[src/rtl/divseq_pkg.sv]
// Shared types and sizing for the divseq sequential divider.
package divseq_pkg;

  localparam int DIVSEQ_WIDTH = 4;

  typedef enum logic [1:0] {
    IDLE = 2'd0,
    RUN  = 2'd1,
    FIN  = 2'd2
  } divseq_state_t;

  // Iteration counter width; never let it collapse to zero bits.
  function automatic int cnt_w(input int w);
    return (w > 1) ? $clog2(w) : 1;
  endfunction

endpackage

[src/rtl/divseq_if.sv]
// Start/done request and result bundle between a requester and divseq.
interface divseq_if #(
  parameter int WIDTH = 4
);
  logic             START;
  logic [WIDTH-1:0] DIVIDEND;
  logic [WIDTH-1:0] DIVISOR;
  logic             BUSY;
  logic             DONE;
  logic [WIDTH-1:0] QUOTIENT;
  logic [WIDTH-1:0] REMAINDER;
  logic             DIV0;

  modport master (
    output START, DIVIDEND, DIVISOR,
    input  BUSY, DONE, QUOTIENT, REMAINDER, DIV0
  );

  modport slave (
    input  START, DIVIDEND, DIVISOR,
    output BUSY, DONE, QUOTIENT, REMAINDER, DIV0
  );
endinterface

[src/rtl/addsub.sv]
// Combinational WIDTH-bit adder/subtractor; SUB=1 computes A-B with COUT=1 meaning no borrow.
module addsub #(
  parameter int WIDTH = 4
) (
  input  logic [WIDTH-1:0] A,
  input  logic [WIDTH-1:0] B,
  input  logic             SUB,
  output logic [WIDTH-1:0] S,
  output logic             COUT
);
  logic [WIDTH-1:0] w_b;

  assign w_b       = B ^ {WIDTH{SUB}};
  assign {COUT, S} = {1'b0, A} + {1'b0, w_b} + (WIDTH+1)'(SUB);
endmodule

[src/rtl/divseq.sv]
// Sequential restoring divider: one trial subtraction per clock through a shared addsub.
module divseq
  import divseq_pkg::*;
#(
  parameter int WIDTH = DIVSEQ_WIDTH
) (
  input  logic    CLK,
  input  logic    RST,
  divseq_if.slave bus
);
  localparam int CW = cnt_w(WIDTH);

  divseq_state_t    r_state, w_next;
  logic [WIDTH-1:0] r_q, r_r, r_d;
  logic [CW-1:0]    r_cnt;
  logic [WIDTH-1:0] r_quo, r_rem;
  logic             r_div0, r_done;

  logic [WIDTH-1:0] w_t, w_s, w_r_nxt, w_q_nxt;
  logic             w_cout, w_last;

  // Shift the next dividend bit into the partial remainder; it always fits in WIDTH bits.
  assign w_t     = {r_r[WIDTH-2:0], r_q[WIDTH-1]};
  assign w_r_nxt = w_cout ? w_s : w_t;
  assign w_q_nxt = {r_q[WIDTH-2:0], w_cout};
  assign w_last  = (r_cnt == CW'(WIDTH-1));

  addsub #(.WIDTH(WIDTH)) u_addsub (
    .A    (w_t),
    .B    (r_d),
    .SUB  (1'b1),
    .S    (w_s),
    .COUT (w_cout)
  );

  always_comb begin
    w_next = r_state;
    case (r_state)
      IDLE:    if (bus.START) w_next = (bus.DIVISOR == '0) ? FIN : RUN;
      RUN:     if (w_last) w_next = FIN;
      FIN:     w_next = IDLE;
      default: w_next = IDLE;
    endcase
  end

  always_ff @(posedge CLK or posedge RST) begin
    if (RST) begin
      r_state <= IDLE;
      r_q     <= '0;
      r_r     <= '0;
      r_d     <= '0;
      r_cnt   <= '0;
      r_quo   <= '0;
      r_rem   <= '0;
      r_div0  <= 1'b0;
      r_done  <= 1'b0;
    end else begin
      r_state <= w_next;
      r_done  <= 1'b0;
      case (r_state)
        IDLE: if (bus.START) begin
          r_d   <= bus.DIVISOR;
          r_q   <= bus.DIVIDEND;
          r_r   <= '0;
          r_cnt <= '0;
          // Divide by zero skips RUN and publishes its fixed result on the accept edge.
          if (bus.DIVISOR == '0) begin
            r_quo  <= '1;
            r_rem  <= bus.DIVIDEND;
            r_div0 <= 1'b1;
            r_done <= 1'b1;
          end
        end
        RUN: begin
          r_r   <= w_r_nxt;
          r_q   <= w_q_nxt;
          r_cnt <= r_cnt + 1'b1;
          if (w_last) begin
            r_quo  <= w_q_nxt;
            r_rem  <= w_r_nxt;
            r_div0 <= 1'b0;
            r_done <= 1'b1;
          end
        end
        default: ;
      endcase
    end
  end

  assign bus.BUSY      = (r_state != IDLE);
  assign bus.DONE      = r_done;
  assign bus.QUOTIENT  = r_quo;
  assign bus.REMAINDER = r_rem;
  assign bus.DIV0      = r_div0;
endmodule

[src/flat_wrapper.sv]
// flat-port wrapper written by rule: the top's interface ports become plain ports
module divseq_flat import divseq_pkg::*;
#(
  parameter int WIDTH = DIVSEQ_WIDTH
)
  (CLK, RST, bus_START, bus_DIVIDEND, bus_DIVISOR, bus_BUSY, bus_DONE, bus_QUOTIENT, bus_REMAINDER, bus_DIV0);
  divseq_if #(.WIDTH(WIDTH)) bus_i ();
  input  logic CLK;
  input  logic RST;
  input wire logic [$bits(bus_i.START)-1:0] bus_START;
  input wire logic [$bits(bus_i.DIVIDEND)-1:0] bus_DIVIDEND;
  input wire logic [$bits(bus_i.DIVISOR)-1:0] bus_DIVISOR;
  output wire logic [$bits(bus_i.BUSY)-1:0] bus_BUSY;
  output wire logic [$bits(bus_i.DONE)-1:0] bus_DONE;
  output wire logic [$bits(bus_i.QUOTIENT)-1:0] bus_QUOTIENT;
  output wire logic [$bits(bus_i.REMAINDER)-1:0] bus_REMAINDER;
  output wire logic [$bits(bus_i.DIV0)-1:0] bus_DIV0;
  assign bus_i.START = bus_START;
  assign bus_i.DIVIDEND = bus_DIVIDEND;
  assign bus_i.DIVISOR = bus_DIVISOR;
  assign bus_BUSY = bus_i.BUSY;
  assign bus_DONE = bus_i.DONE;
  assign bus_QUOTIENT = bus_i.QUOTIENT;
  assign bus_REMAINDER = bus_i.REMAINDER;
  assign bus_DIV0 = bus_i.DIV0;
  divseq #(.WIDTH(WIDTH)) u_core (.CLK(CLK), .RST(RST), .bus(bus_i));
endmodule
[config.mk]
export PLATFORM = sky130hd
export DESIGN_NAME = divseq_flat
export DESIGN_NICKNAME = d
export VERILOG_FILES = /design/src/rtl/divseq_pkg.sv /design/src/rtl/divseq_if.sv /design/src/rtl/addsub.sv /design/src/rtl/divseq.sv /design/src/flat_wrapper.sv
export SDC_FILE = /design/constraint.sdc
export NUM_CORES = 1
export LEC_CHECK = 0
export BUFFER_PORTS_ARGS = -buffer_cell sky130_fd_sc_hd__buf_4
export CORE_ASPECT_RATIO = 2
export CORE_UTILIZATION = 45
export DETAILED_ROUTE_END_ITERATION = 10
export PLACE_DENSITY = 0.73
export SYNTH_ARGS = -nofsm -noshare
export SYNTH_HDL_FRONTEND = slang
export SYNTH_HIERARCHICAL = 1
export SYNTH_SLANG_ARGS = --single-unit
[constraint.sdc]
create_clock -name CLK -period 2.1 [get_ports CLK]
set_input_delay 0.105 -clock CLK [delete_from_list [all_inputs] [get_ports CLK]]
set_output_delay 0.105 -clock CLK [all_outputs]
set_load 0.02 [all_outputs]
Word-level counts from Yosys, hierarchy flattened
Index checks and enable logic that the tools add are counted.

Logic and storage cells: 53. Register bits after elaboration: 25. Output and inout bits: 11. Input bits: 11.

Add/subtract/negate cells: 3. Mux-type cells: 27. Reductions and logical operators: 8. Equality and inequality tests: 5. Bitwise gates (word level): 1.

Operators with widths (count): $mux 4 (8); $pmux 4 s2 (3); $mux 2 (4); $pmux 2 s2 (2); $mux 1 (6); $pmux 3 s2 (1); $reduce_and 2->1 (3); $add 4x4->5 (1); $add 5x1->5 const B (1); $logic_not 4->1 (1); $ne 2x1->1 const B (2); $not 4->4 (1); $pmux 1 s2 (2); $reduce_and 4->1 (1); $reduce_bool 2->1 (2); $mux 3 (1); $add 2x1->2 const B (1); $eq 2x1->1 const B (1); $eq 2x2->1 const B (1); $logic_not 2->1 (1); $ne 2x2->1 const B (1).

Depth between registers and ports, before layout
Depth after elaboration: 6. Gate-level depth with buffers: 8. Mapped depth without buffers: 8.

Hierarchy
Netlist, hierarchy kept.

By module, submodules not included: divseq (area each 1142.3 um^2, cells an instance 95, seq. area each 625.6 um^2, instances 1); addsub (area each 180.2 um^2, cells an instance 20, seq. area each 0.0 um^2, instances 1).

Worst setup path after synthesis
No wires, ideal clock.

Path kind: flip-flop to flip-flop. From: reg u_core.r_d[0]. To: reg u_core.r_rem[3], in the netlist u_core/bus.REMAINDER[3]. Stages on the path, launching flop included: 9. Setup time: 0.125 ns. Required time: 1.975 ns. Arrival: 2.201 ns. Clock period less this slack: 2.326 ns. Setup slack: -0.226 ns. Path buffers: 1. Path through: dfrtp_1 mux2_4 fa_1 a21oi_1 o21bai_1 clkbuf_1 mux2_2 mux2_2 mux2_4.

Word-level cells in the longest chain between the ends: 6.

RTL lines: start: declaration (RTL line divseq.sv:14) `logic [WIDTH-1:0] r_q, r_r, r_d;`; start signal: assignment (RTL line divseq.sv:62) `r_d <= bus.DIVISOR;`; $not 4->4 (no source line); $add 4x4->5 (RTL line addsub.sv:14) `assign {COUT, S} = {1'b0, A} + {1'b0, w_b} + (WIDTH+1)'(SUB);`; $add 5x1->5 (RTL line addsub.sv:14); named net u_core.w_cout (RTL line divseq.sv:20) `logic w_cout, w_last;`; $mux 4 (RTL line divseq.sv:24) `assign w_r_nxt = w_cout ? w_s : w_t;`; $mux 4 (RTL line divseq.sv:78) `if (w_last) begin`; $pmux 4 s2 (RTL line divseq.sv:60) `case (r_state)`; end signal: assignment (RTL line divseq.sv:69) `r_rem <= bus.DIVIDEND;`; end signal: assignment (RTL line divseq.sv:80) `r_rem <= w_r_nxt;`; end: declaration (RTL line divseq.sv:16) `logic [WIDTH-1:0] r_quo, r_rem;`.

The timed path passes the listed nets, and every way through them passes these cells. The select of a mux whose other input is x is not followed. A chain may end at the register's enable or synchronous reset.

Final worst setup path
Same ends and word-level chain as after synthesis.

==> impl_metrics.csv <==
group,metric,value,unit
outcome,outcome,"complete, but fails checks",
outcome,violations,"negative setup slack",
die,placementRows,27,
clock_tree,cts-root-to-sink-buffers,2,
sta,whs,0.0967,ns
yosys,syn_avg_cell_area,11.5,µm²
routing,routed_wirelength,2860,µm
clock_tree,worst_setup_hold_path_clk_slew,0.08,ns
yosys,synth_compound_area_share,11.4,%
finish,syn_to_final_growth,28.2,%
yosys,synthesis.instances,115,
power_and_ir_drop,power.density,1750,nW/µm²
worst_setup_path,crit_type,"reg -> reg",
sta,clock.fmax,0.455,GHz
sta,grt_setup_unrepaired,"yes",
finish,most_common_cell_after_layout_fill_and_taps_aside,"sky130_fd_sc_hd__buf_4",
yosys,synth.area.mux_share,19.9,%
global_route,grt_pass1_vias,1085,
sta,setup_viol_count_final,3,
yosys,synth_async_sr_flop_share,100,%
power_and_ir_drop,max-vdd-ir-drop,850,µV
die,die_w,40.3,µm
power_and_ir_drop,cellLeakagePower,0.794,nW
worst_setup_path,timing.critical_path.fanout_max,2,
die,design.core.area,2770,µm²
finish,mostFrequentLayoutCells,"sky130_fd_sc_hd__buf_4 (32), sky130_fd_sc_hd__dfrtp_1 (25), sky130_fd_sc_hd__mux2i_1 (10), sky130_fd_sc_hd__nand2_1 (10), sky130_fd_sc_hd__o21ai_0 (9)",
sta,final_period_minus_worst_setup_slack,2.20,ns
finish,multi_input_comb_area,699,µm²
finish,ff_latch_area,626,µm²
global_route,grt_pass1_wl,4710,µm
worst_setup_path,endpoint_kind,"flip-flop",
worst_setup_path,crit_required,2.25,ns
die,die-area,3170,µm²
die,floorplan.die.height,78.7,µm
global_route,antenna_found_initial,0,
finish,layout-drive-gt1-share,39.5,%
yosys,post_syn_area,1320,µm²
sta,postLayoutSetupSlackWorst,-0.0983,ns
yosys,synth.lib_cells_used.distinct,30,
routing,avgRoutedWirePerCell,15.8,µm
yosys,synth-edff-count,0,
power_and_ir_drop,fin_total_pwr,2.96,mW
finish,num-nets-final,169,
routing,post_drt_via_cell_ratio,5.60,
routing,detail-route-antenna-nets,0,
yosys,synth_top_family_by_area,"multiplexers",
sta,final_number_of_hold_violating_endpoints,0,
job,max-cap-violations,0,
global_route,grt_util_all_layers,20.9,%
finish,layout.core_utilization,61.2,%
clock_tree,cts-htree-levels,1,
clock_tree,insertion_delay,0.26,ns
yosys,synth_ff_type,"sky130_fd_sc_hd__dfrtp_1",
yosys,yosys.area_share.simple,9.37,%
finish,layout.cell_area.non_filler,1700,µm²
worst_hold_path,worstHoldPathType,"in -> reg",
yosys,synth.ff_latch_count,25,
global_route,grt-ovfl-total,0,
global_route,grt_start_max_net_pins,26,
sta,fin_worst_skew,0.00348,ns
routing,drt_first_iter_violations,13,
routing,via_count,1014,
finish,n_fill_cell,224,
finish,diodes,0,
yosys,synthAdderAreaFrac,5.30,%
clock_tree,cts_tree,"built",
sta,final_min_period_over_clock_period,105,%
place,dpl.hpwl,2160,µm
worst_setup_path,arrival,2.35,ns
clock_tree,clock-sinks,25,
clock_tree,cts-buffers-inserted,3,
routing,remaining_drc_errors,0,
die,initial_util,47.7,%
yosys,synth.yosys.warnings,6,
yosys,sequential_cell_area_fraction_in_the_yosys_report,47.3,%
die,design.portCount,22,
place,globalplace.congestion,0.750,
place,dpl_worst_slack,-0.106,ns
routing,detailed_router_iteration_count_before_antenna_repair,4,
place,placed_cell_areas,1590,µm²
worst_setup_path,startpoint_type,"flip-flop",
yosys,synthXorXnorAreaFrac,3.31,%
sta,maxSlewViolCount,0,
clock_tree,clockRootBuffer,"sky130_fd_sc_hd__clkbuf_8",
place,port_buffers,21,
==> registers in the layout (all words and copies together), names as in the netlist <==
register              flops
u_core/bus.DONE           1
u_core/r_r                3
u_core/bus.REMAINDER      4
u_core/r_d                4
u_core/bus.QUOTIENT       4
u_core/r_state            2
u_core/r_cnt              2
u_core/r_q                4
u_core/bus.DIV0           1
==> worst max-delay path: stages (launching register included) <==
cell	delay (ns)
sky130_fd_sc_hd__dfrtp_1	0.38
sky130_fd_sc_hd__mux2_4	0.32
sky130_fd_sc_hd__fa_2	0.36
sky130_fd_sc_hd__a21oi_2	0.14
sky130_fd_sc_hd__o21bai_2	0.09
sky130_fd_sc_hd__mux2_2	0.27
sky130_fd_sc_hd__mux2_2	0.26
sky130_fd_sc_hd__mux2_4	0.25
==> through the flow <==
stage                     TNS, ns  cells
after floorplan            -0.150    118
after global placement    -0.0526    173
after global routing       -0.285    181
final                      -0.115    181
after detailed placement   -0.188    173
after CTS                  -0.180    180
==> kinds of logic after synthesis <==
| kind of cell | count (synthesis) |
|---|---|
| AO/OA/AOI/OAI | 22 |
| XOR/XNOR | 5 |
| adder cells (fa/ha/maj) | 5 |
| buffers and inverters | 11 |
| flip-flops | 25 |
| multiplexers | 23 |
| other | 1 |
| AND/OR/NAND/NOR | 23 |
==> routing by layer <==
layer | vias to the layer above | wire, µm | track usage (%)
li1 | 474 | - | -
met3 | 2 | 62 | 2.82
met1 | 520 | 1050 | 24.1
met4 | 0 | 23 | 7.00
met5 | - | 0 | 0
met2 | 18 | 1720 | 36.5
==> synthesized netlist by cell type (2+ instances only) <==
master,number,area share (%)
sky130_fd_sc_hd__a21oi_1,4,1.5
sky130_fd_sc_hd__a31oi_1,2,0.95
sky130_fd_sc_hd__clkbuf_1,2,0.57
sky130_fd_sc_hd__dfrtp_1,25,47
sky130_fd_sc_hd__ha_1,4,3.8
sky130_fd_sc_hd__inv_1,7,2.0
sky130_fd_sc_hd__mux2_2,6,5.1
sky130_fd_sc_hd__mux2_4,5,5.7
sky130_fd_sc_hd__mux2i_1,12,9.1
sky130_fd_sc_hd__nand2_1,10,2.8
sky130_fd_sc_hd__nand4_1,2,0.95
sky130_fd_sc_hd__nor2_1,2,0.57
sky130_fd_sc_hd__nor3b_1,2,1.1
sky130_fd_sc_hd__o21ai_0,9,3.4
sky130_fd_sc_hd__o21bai_1,2,1.1
sky130_fd_sc_hd__o22a_2,3,2.3
sky130_fd_sc_hd__xor2_1,5,3.3
==> final timing paths <==
kind                                                    start                             endpoint  slack [ns]  depth (start not counted)
min reg2reg                u_core/bus.QUOTIENT[1]$_DFFE_PP0P_   u_core/bus.QUOTIENT[1]$_DFFE_PP0P_        0.51                          1
max                                 u_core/r_d[0]$_DFFE_PP0P_  u_core/bus.REMAINDER[3]$_DFFE_PP0P_        -0.1                          7
max reg2reg                         u_core/r_d[0]$_DFFE_PP0P_  u_core/bus.REMAINDER[3]$_DFFE_PP0P_        -0.1                          7
max in group asynchronous                                 RST            u_core/r_r[2]$_DFFE_PP0P_        1.41                          4
min in group asynchronous                                 RST        u_core/r_state[1]$_DFFE_PP0P_        0.45                          4
min                                            bus_DIVISOR[1]            u_core/r_d[1]$_DFFE_PP0P_         0.1                          2
==> timing repair <==
item / CTS / global route
setup endpoints to repair: 4 / 4
hold buffers: 1 / 0
buffers inserted: 2 / 1
pin swaps: 0 / 3
endpoints found under the hold margin: 25 / 0
gates resized for setup: 3 / 4
==> final cells by class <==
cell class | count | area share [%]
Tap cell | 29 | 2.14
Clock buffer | 3 | 2.44
Inverter | 7 | 1.55
Timing Repair Buffer | 34 | 15.4
Multi-Input combinational cell | 82 | 41.3
Clock inverter | 1 | 0.295
Sequential cell | 25 | 36.9
==> power by group <==
part           internal, mW  total [mW]  switching [mW]
sequential            0.713       0.897           0.184
clock                 0.132       0.273           0.141
combinational         0.905        1.79           0.888
total                  1.75        2.96            1.21
Note: power is estimated with default switching activity, not from simulation.
